**src/rtl/dmem_bus_bridge.sv**
```systemverilog
// ----------------------------------------------------------------------------
// dmem_bus_bridge
//
// Multi-cycle bridge between the CPU's byte-lane data-memory port and a
// valid/ready data bus. Each CPU load or store becomes exactly one bus
// request/response transaction. The pipeline is held with `stall` until
// that transaction completes. The raw 32-bit read word is returned
// unmodified; lane extraction and sign extension are done upstream.
//
// Parameters:
//   TIMEOUT_CYCLES  cycles to wait for a response before aborting (1..255)
//   ERR_DATA        word returned on rdata after a timeout
//
// Ports:
//   clk, rst_n      clock (rising edge), asynchronous active-low reset
//   req             memory-stage load/store request
//   addr[9:0]       word address (byte address [11:2])
//   we[3:0]         byte write enables, 4'b0000 = read
//   wdata[31:0]     lane-replicated store data
//   rdata[31:0]     read word, valid in the DONE cycle
//   stall           pipeline freeze (combinational from state and req)
//   err             one-cycle pulse in the DONE cycle of a timed-out access
//   bus_valid       bus request valid (registered)
//   bus_ready       bus accepts the request
//   bus_addr/we/wdata  latched request fields (registered)
//   bus_rsp_valid   bus response or write acknowledge
//   bus_rdata[31:0] bus response data
// ----------------------------------------------------------------------------
module dmem_bus_bridge #(
    parameter int          TIMEOUT_CYCLES = 255,
    parameter logic [31:0] ERR_DATA       = 32'hDEAD_BEEF
) (
    input  logic        clk,
    input  logic        rst_n,
    input  logic        req,
    input  logic [9:0]  addr,
    input  logic [3:0]  we,
    input  logic [31:0] wdata,
    output logic [31:0] rdata,
    output logic        stall,
    output logic        err,
    output logic        bus_valid,
    input  logic        bus_ready,
    output logic [9:0]  bus_addr,
    output logic [3:0]  bus_we,
    output logic [31:0] bus_wdata,
    input  logic        bus_rsp_valid,
    input  logic [31:0] bus_rdata
);

    typedef enum logic [1:0] {
        IDLE,
        REQ,
        WAIT_RSP,
        DONE
    } state_t;

    localparam logic [7:0] TIMEOUT_LIMIT = 8'(TIMEOUT_CYCLES);

    state_t     state;
    logic [7:0] cnt;

    // NOTE: all state below is sequential and uses non-blocking assignments
    // so every register sees pre-edge values of the others; blocking here
    // would make the result depend on statement order.
    always_ff @(posedge clk or negedge rst_n) begin
        if (!rst_n) begin
            state     <= IDLE;
            cnt       <= 8'd0;
            rdata     <= 32'd0;
            err       <= 1'b0;
            bus_valid <= 1'b0;
            bus_addr  <= 10'd0;
            bus_we    <= 4'd0;
            bus_wdata <= 32'd0;
        end else begin
            case (state)
                IDLE: begin
                    // Stray responses are ignored here by construction.
                    if (req) begin
                        bus_addr  <= addr;
                        bus_we    <= we;
                        bus_wdata <= wdata;
                        bus_valid <= 1'b1;
                        state     <= REQ;
                    end
                end

                REQ: begin
                    // Request fields stay frozen until the bus accepts.
                    if (bus_ready) begin
                        bus_valid <= 1'b0;
                        cnt       <= 8'd0;
                        state     <= WAIT_RSP;
                    end
                end

                WAIT_RSP: begin
                    // Saturating counter: it never wraps back under the limit.
                    if (cnt != 8'hFF) begin
                        cnt <= cnt + 8'd1;
                    end
                    if (bus_rsp_valid) begin
                        rdata <= bus_rdata;
                        state <= DONE;
                    end else if (cnt == TIMEOUT_LIMIT) begin
                        rdata <= ERR_DATA;
                        err   <= 1'b1;
                        state <= DONE;
                    end
                end

                DONE: begin
                    // req is deliberately not sampled: the pipeline advances
                    // one instruction this cycle and IDLE picks up the next.
                    err   <= 1'b0;
                    state <= IDLE;
                end

                default: begin
                    state <= IDLE;
                end
            endcase
        end
    end

    // NOTE: stall gets a value on every path so no latch is inferred.
    always_comb begin
        stall = 1'b1;
        case (state)
            IDLE:    stall = req;
            DONE:    stall = 1'b0;
            default: stall = 1'b1;
        endcase
    end

endmodule

```
**config.mk**
```make
export PLATFORM = sky130hd
export DESIGN_NAME = dmem_bus_bridge
export DESIGN_NICKNAME = d
export VERILOG_FILES = /design/src/rtl/dmem_bus_bridge.sv
export SDC_FILE = /design/constraint.sdc
export NUM_CORES = 1
export LEC_CHECK = 0
export CORE_ASPECT_RATIO = 1.5
export CORE_UTILIZATION = 30
export DETAILED_ROUTE_END_ITERATION = 10
export MAX_ROUTING_LAYER = met4
export PLACE_DENSITY = 0.63
export SYNTH_ARGS = -nofsm -noshare
export SYNTH_HDL_FRONTEND = slang
export SYNTH_SLANG_ARGS = --single-unit
```
**constraint.sdc**
```tcl
create_clock -name clk -period 2.35 [get_ports clk]
set_input_delay 0.47 -clock clk [delete_from_list [all_inputs] [get_ports clk]]
set_output_delay 0.47 -clock clk [all_outputs]
set_load 0.01 [all_outputs]
```
==> metrics, run 1 <==
Syn Area/Cell=14.33 µm²; vias=around 2700; CP endpoint kind=flip-flop; Max VDD drop=0.6379 mV; gr usage total=0.1596; Post-Synth Adder-Cell Area=0.01774; Mapped Area=0.003526 mm²; RSZ-0062 raised after global routing=no; Post-Syn Instances=about 250; 1st-pass router iterations=4; CTS Sinks=90; Flop pwr share=0.363; leak pwr=about 2.3 nW; YS warnings=0; nets@finish=503; min Tclk post-route=2.036 ns; routed length per instance=between 15 and 20 µm; final RePlAce weighted congestion=~0.77; Worst Path Required=between 2 and 3 ns; HP Class=in2async; setup_tns=0 ns; Max-Cap Viols=0; critical path peak fanout=10; Placed Area=0.005360 mm²; most frequent cells in the layout=clkdlybuf4s50_1, dfrtp_1, mux2_2; pin count of the biggest net entering global routing=50; post-synthesis simple-gate area fraction=0.04507; Initial Util=0.3074; DP HPWL=6.853 mm; Final setup viols=0; I/O Buffers=around 160; sw frac=0.3077; Num CTS Buffers=9; total power=7.364 mW; P&R area growth vs syn=59.55%; post-route cell area=between 0.005 and 0.006 mm²; initial antenna violation count=0; global route overflow=0; # rows=48; first-pass GRT wire length=between 10 and 15 mm; root buffer cell=clkbuf_16; sequential area share after synthesis=0.6388; Slew headroom=0.5881; pwr/cell area=around 1300 mW/mm²; Post-CTS Setup Bufs=0; Die Span Y=approximately 130 µm; CP Data Arrival Time=between 2 and 2.5 ns; vias in the first global route=approximately 2900; Avg Vias per Cell=4.741; Yosys reg bits=90; run status=finished clean; Worst-path clk slew=approximately 0.060 ns; Fmax=491.3 MHz; # DRC=0; Core ar.=between 0.01 and 0.015 mm²; H-Tree Depth=3; WS Path Type=reg2reg; post-synthesis mux area share=0.1529; layout cells sized above 1=0.1651; largest family of logic cells by synthesized area=multiplexers; Die X=around 90 µm; crit share post-route=0.8662; Final Hold Viols=0; CTS tree=yes; number of DRC markers in iteration 0=102; Fillers=between 1000 and 1500; Yosys cell types=30; Max Clock Skew=roughly 0.007 ns; worst reg-to-reg setup slack=0.31 ns; Post-DRT Antenna Nets=0; logic gate share of total power=0.462; drt total wl=slightly above 9 mm; # diodes=0; Worst-Margin Slew=slightly above 0.6 ns; Worst Setup Start Kind=flip-flop; clock latency at the later pin of the worst-skew pair=between 0.3 and 0.4 ns; die area=around 0.012 mm²; commonest non-fill, non-tap cell in the layout=clkdlybuf4s50_1; clock power share=0.175; I/O pin count=approximately 160; Pins Over Slew Limit=0; Compound-Gate Fraction of Synth Area=0.1267; Clock Path Buffers=2; xor/xnor share of the synthesized area=0; NetSw=roughly 2.3 mW; P_int=roughly 5.1 mW; Post-Syn Nets=~330
-- power groups by stage --
stage,Sequential [mW],Clock [mW],Combinational (mW)
2_1_floorplan,2.99,0,1.20
3_3_place_gp,2.66,0,3.39
3_5_place_dp,2.70,0,3.44
4_1_cts,2.68,1.33,3.46
5_1_grt,2.77,1.39,3.63
6_report,2.67,1.29,3.40
-- synthesized netlist by cell type, drive strengths merged --
master	n	area, µm²
dfrtp	90	2252
mux2	47	529.3
o22a	24	210.2
nand2	10	37.54
o21ai	10	50.04
a22o	9	78.83
nand3	8	40.04
clkbuf	7	26.28
nor2	6	22.52
ha	5	62.56
inv	5	18.77
o31ai	5	37.54
a31oi	3	18.77
and3	3	23.77
buf	3	21.27
a21oi	1	5.000
a221oi	1	8.760
a311o	1	20.02
and2	1	6.260
and4	1	8.760
mux2i	1	10.01
nand2b	1	6.260
nor2b	1	6.260
o211ai	1	7.510
o32a	1	10.01
or4	1	7.510
-- cells by family after synthesis --
kind of cell / Yosys count
flip-flops: 90
AO/OA/AOI/OAI: 56
AND/OR/NAND/NOR: 32
adder cells (fa/ha/maj): 5
buffers and inverters: 15
multiplexers: 48
-- final timing paths --
check	from	to	cells past startpoint
min	rst_n	rdata[22]	1
max in group asynchronous	rst_n	bus_wdata[11]	2
max reg2reg	state[0]	cnt[7]	6
min reg2reg	bus_wdata[23]	bus_wdata[23]	1
min in group clk	bus_wdata[23]	bus_wdata[23]	1
max	state[0]	cnt[7]	6
-- cell type report --
| type | count | area (µm²) | share of cell area |
|---|---|---|---|
| Sequential cell | 90 | 2252 | 0.4004 |
| Tap cell | 150 | 187.7 | 0.03336 |
| Clock inverter | 3 | 17.52 | 0.003114 |
| Timing Repair Buffer | 168 | 1694 | 0.3012 |
| Inverter | 5 | 18.77 | 0.003336 |
| Clock buffer | 11 | 242.7 | 0.04315 |
| Multi-Input combinational cell | 141 | 1212 | 0.2155 |
-- routing by layer --
| layer | wire (µm) | GRT usage | vias to the layer above |
|---|---|---|---|
| met5 | 0 | - | - |
| met4 | 209 | 0.07706 | 0 |
| met3 | 313 | 0.02646 | 12 |
| met2 | 5305 | 0.2879 | 73 |
| met1 | 3374 | 0.1683 | 1365 |
| li1 | - | - | 1243 |
-- stage by stage --
step | std cells | hold slack [ns] | utilization | worst slack (ns)
2_1_floorplan | 246 | 0.1744 | - | 0.4178
3_3_place_gp | 554 | 0.4871 | 0.4673 | 0.1611
3_5_place_dp | 554 | 0.4917 | 0.4673 | 0.1635
4_1_cts | 568 | 0.1380 | 0.4902 | 0.03970
5_1_grt | 568 | 0.1617 | 0.4904 | 0.1866
6_report | 568 | 0.1258 | 0.4904 | 0.3145
-- critical path, stage by stage (launching register included) --
cell and delay (ns):
dfrtp_1 0.42, inv_1 0.10, ha_1 0.35, nor2_1 0.09, a311o_4 0.43, or4_1 0.49, nand3_1 0.10
-- flip-flops by register name (all words and copies together) (netlist names) --
register / count
cnt: 8
err: 1
bus_valid: 1
bus_wdata: 32
rdata: 32
bus_addr: 10
bus_we: 4
state: 2
-- what timing repair did --
action,in CTS,in global routing
endpoints found under the setup margin,1,1
hold buffers,0,0
gates resized for setup,1,1
pin swaps,0,0
(Power assumes the default switching activity.)
==> inputs of run 2 (changes only) <==
--- a/config.mk
+++ b/config.mk
@@ -8,6 +8,7 @@
 export CORE_ASPECT_RATIO = 1.5
 export CORE_UTILIZATION = 30
 export DETAILED_ROUTE_END_ITERATION = 10
+export HOLD_SLACK_MARGIN = 0.02
 export MAX_ROUTING_LAYER = met4
 export PLACE_DENSITY = 0.63
 export SYNTH_ARGS = -nofsm -noshare
==> constraint.sdc (replaced) <==
create_clock -name clk -period 2.35 [get_ports clk]
set_input_delay 0.5875 -clock clk [delete_from_list [all_inputs] [get_ports clk]]
set_output_delay 0.5875 -clock clk [all_outputs]
set_load 0.01 [all_outputs]
==> run 2 against run 1 <==
Compared with the run above:
- clock-buffer cell count increased by 4
- combinational power about the same
- sequential power about the same
- sequential share of layout area decreased by 0.34 points
- routed wire length increased by 2.0%
- setup slack got worse by 0.080 ns
- die area unchanged
==> metrics, run 2 (synthesis results as in run 1) <==
run status=finished clean (unchanged); initial antenna violation count=0 (unchanged); routed length per instance=16.36 µm (was 16.20 µm); P&R area growth vs syn=60.93% (was 59.55%); largest registers=bus_wdata x32, rdata x32, bus_addr x10 (unchanged); drt total wl=9.390 mm (was 9.203 mm); gr usage total=0.1630 (was 0.1596); layout cells sized above 1=0.1698 (was 0.1651); CP endpoint kind=output pin (was flip-flop); Max VDD drop=0.4835 mV (was 0.6379 mV); Worst-Margin Slew=0.5936 ns (was 0.6137 ns); Initial Util=0.3074 (unchanged); Worst R2R Start=cnt[0] (was state[0]); Final setup viols=0 (unchanged); critical path peak fanout=2 (was 10); Worst-path clk slew=0.06 ns (about the same); DP HPWL=6.961 mm (was 6.853 mm); Hold WS=0.2523 ns (was 0.1258 ns); first-pass GRT wire length=14.73 mm (was 14.51 mm); Pins Over Slew Limit=0 (unchanged); most frequent cells in the layout=clkdlybuf4s50_1, dfrtp_1, mux2_2 (unchanged); Max Clock Skew=0.007885 ns (was 0.006898 ns); CP startpoint=req (was state[0]); # DRC=0 (unchanged); WS Path Type=in2out (was reg2reg); CTS Sinks=90 (unchanged); # rows=48 (unchanged); HP Class=in2async (unchanged); Die X=90.52 µm (unchanged); # hold bufs at CTS=0 (unchanged); clock latency at the later pin of the worst-skew pair=0.33 ns (about the same); RSZ-0062 raised after global routing=no (unchanged); vias in the first global route=2860 (was 2865); Fillers=1020 (was 1038); CTS tree=yes (unchanged); Post-DRT Antenna Nets=0 (unchanged); number of DRC markers in iteration 0=59 (was 102); vias=2712 (was 2693); Avg Vias per Cell=4.725 (was 4.741); # diodes=0 (unchanged); CP Data Arrival Time=1.53 ns (was 2.30 ns); Die Span Y=134.8 µm (unchanged); global route overflow=0 (unchanged); Core ar.=0.01147 mm² (unchanged); final RePlAce weighted congestion=0.7627 (was 0.7650); Worst Path Required=1.76 ns (was 2.62 ns); die area=0.01220 mm² (unchanged); Clock Path Buffers=2 (unchanged); Final Hold Viols=0 (unchanged); nets@finish=507 (was 503); commonest non-fill, non-tap cell in the layout=clkdlybuf4s50_1 (unchanged); Worst Setup Start Kind=input port (was flip-flop); Num CTS Buffers=9 (unchanged); crit share post-route=0.9002 (was 0.8662); I/O Buffers=163 (unchanged); 1st-pass router iterations=4 (unchanged); leak pwr=2.363 nW (was 2.338 nW); root buffer cell=clkbuf_16 (unchanged); min Tclk post-route=2.116 ns (was 2.036 ns); Post-CTS Setup Bufs=0 (unchanged); pin count of the biggest net entering global routing=47 (was 50); I/O pin count=164 (unchanged); pwr/cell area=1316 mW/mm² (was 1309 mW/mm²); post-layout util=0.4947 (was 0.4904); Fmax=472.7 MHz (was 491.3 MHz); Max-Cap Viols=0 (unchanged); H-Tree Depth=3 (unchanged); Post-CTS Resized=1 (unchanged); Slew headroom=0.6016 (was 0.5881)
-- run 2: through the flow --
| step | worst slack (ns) | std cells | setup TNS, ns | power, mW | instance area, µm² |
|---|---|---|---|---|---|
| global route | 0.1641 | 574 | 0 | 7.879 | 5674 |
| CTS | 0.2261 | 574 | 0 | 7.567 | 5674 |
| detailed placement | -0.04001 | 558 | -0.04001 | 6.162 | 5390 |
| finish | 0.2345 | 574 | 0 | 7.465 | 5674 |
| global placement | -0.01793 | 558 | -0.01793 | 6.073 | 5390 |
| floorplan | 0.4178 | 246 | 0 | 4.199 | 3526 |
-- run 2: worst max-delay path, cell delays in order --
cell and delay (ns):
clkdlybuf4s50_1 0.49, inv_1 0.06, mux2i_1 0.12, dlygate4sd2_1 0.28
-- run 2: power by group --
group          internal, mW  switching (mW)
clock network         0.806           0.564
registers              2.28           0.392
logic                  2.09            1.33
-- run 2: metal layers --
metal  global-route usage  wire [µm]
met1               0.1730       3551
met2               0.2938       5339
met3              0.02815        266
met4              0.07437        233
met5                    -          0
-- run 2: cell type report --
class | instances | area, µm² | share of cell area
well taps | 150 | 187.7 | 0.03308
repair buffers | 172 | 1720 | 0.3032
flip-flops and latches | 90 | 2252 | 0.3969
clock inverters | 1 | 7.507 | 0.001323
clock buffers | 15 | 277.8 | 0.04895
inverters | 5 | 18.77 | 0.003308
multi-input cells | 141 | 1210 | 0.2132
-- run 2: path summary, 6_finish.rpt --
check | to | slack, ns | depth (start not counted)
max in group asynchronous | bus_wdata[2] | 1.47 | 2
worst max-delay path | stall | 0.23 | 4
worst min register to register | bus_wdata[8] | 0.50 | 1
worst max register to register | cnt[7] | 0.37 | 5
worst min-delay path | rdata[22] | 0.25 | 1
min in group clk | bus_wdata[8] | 0.50 | 1
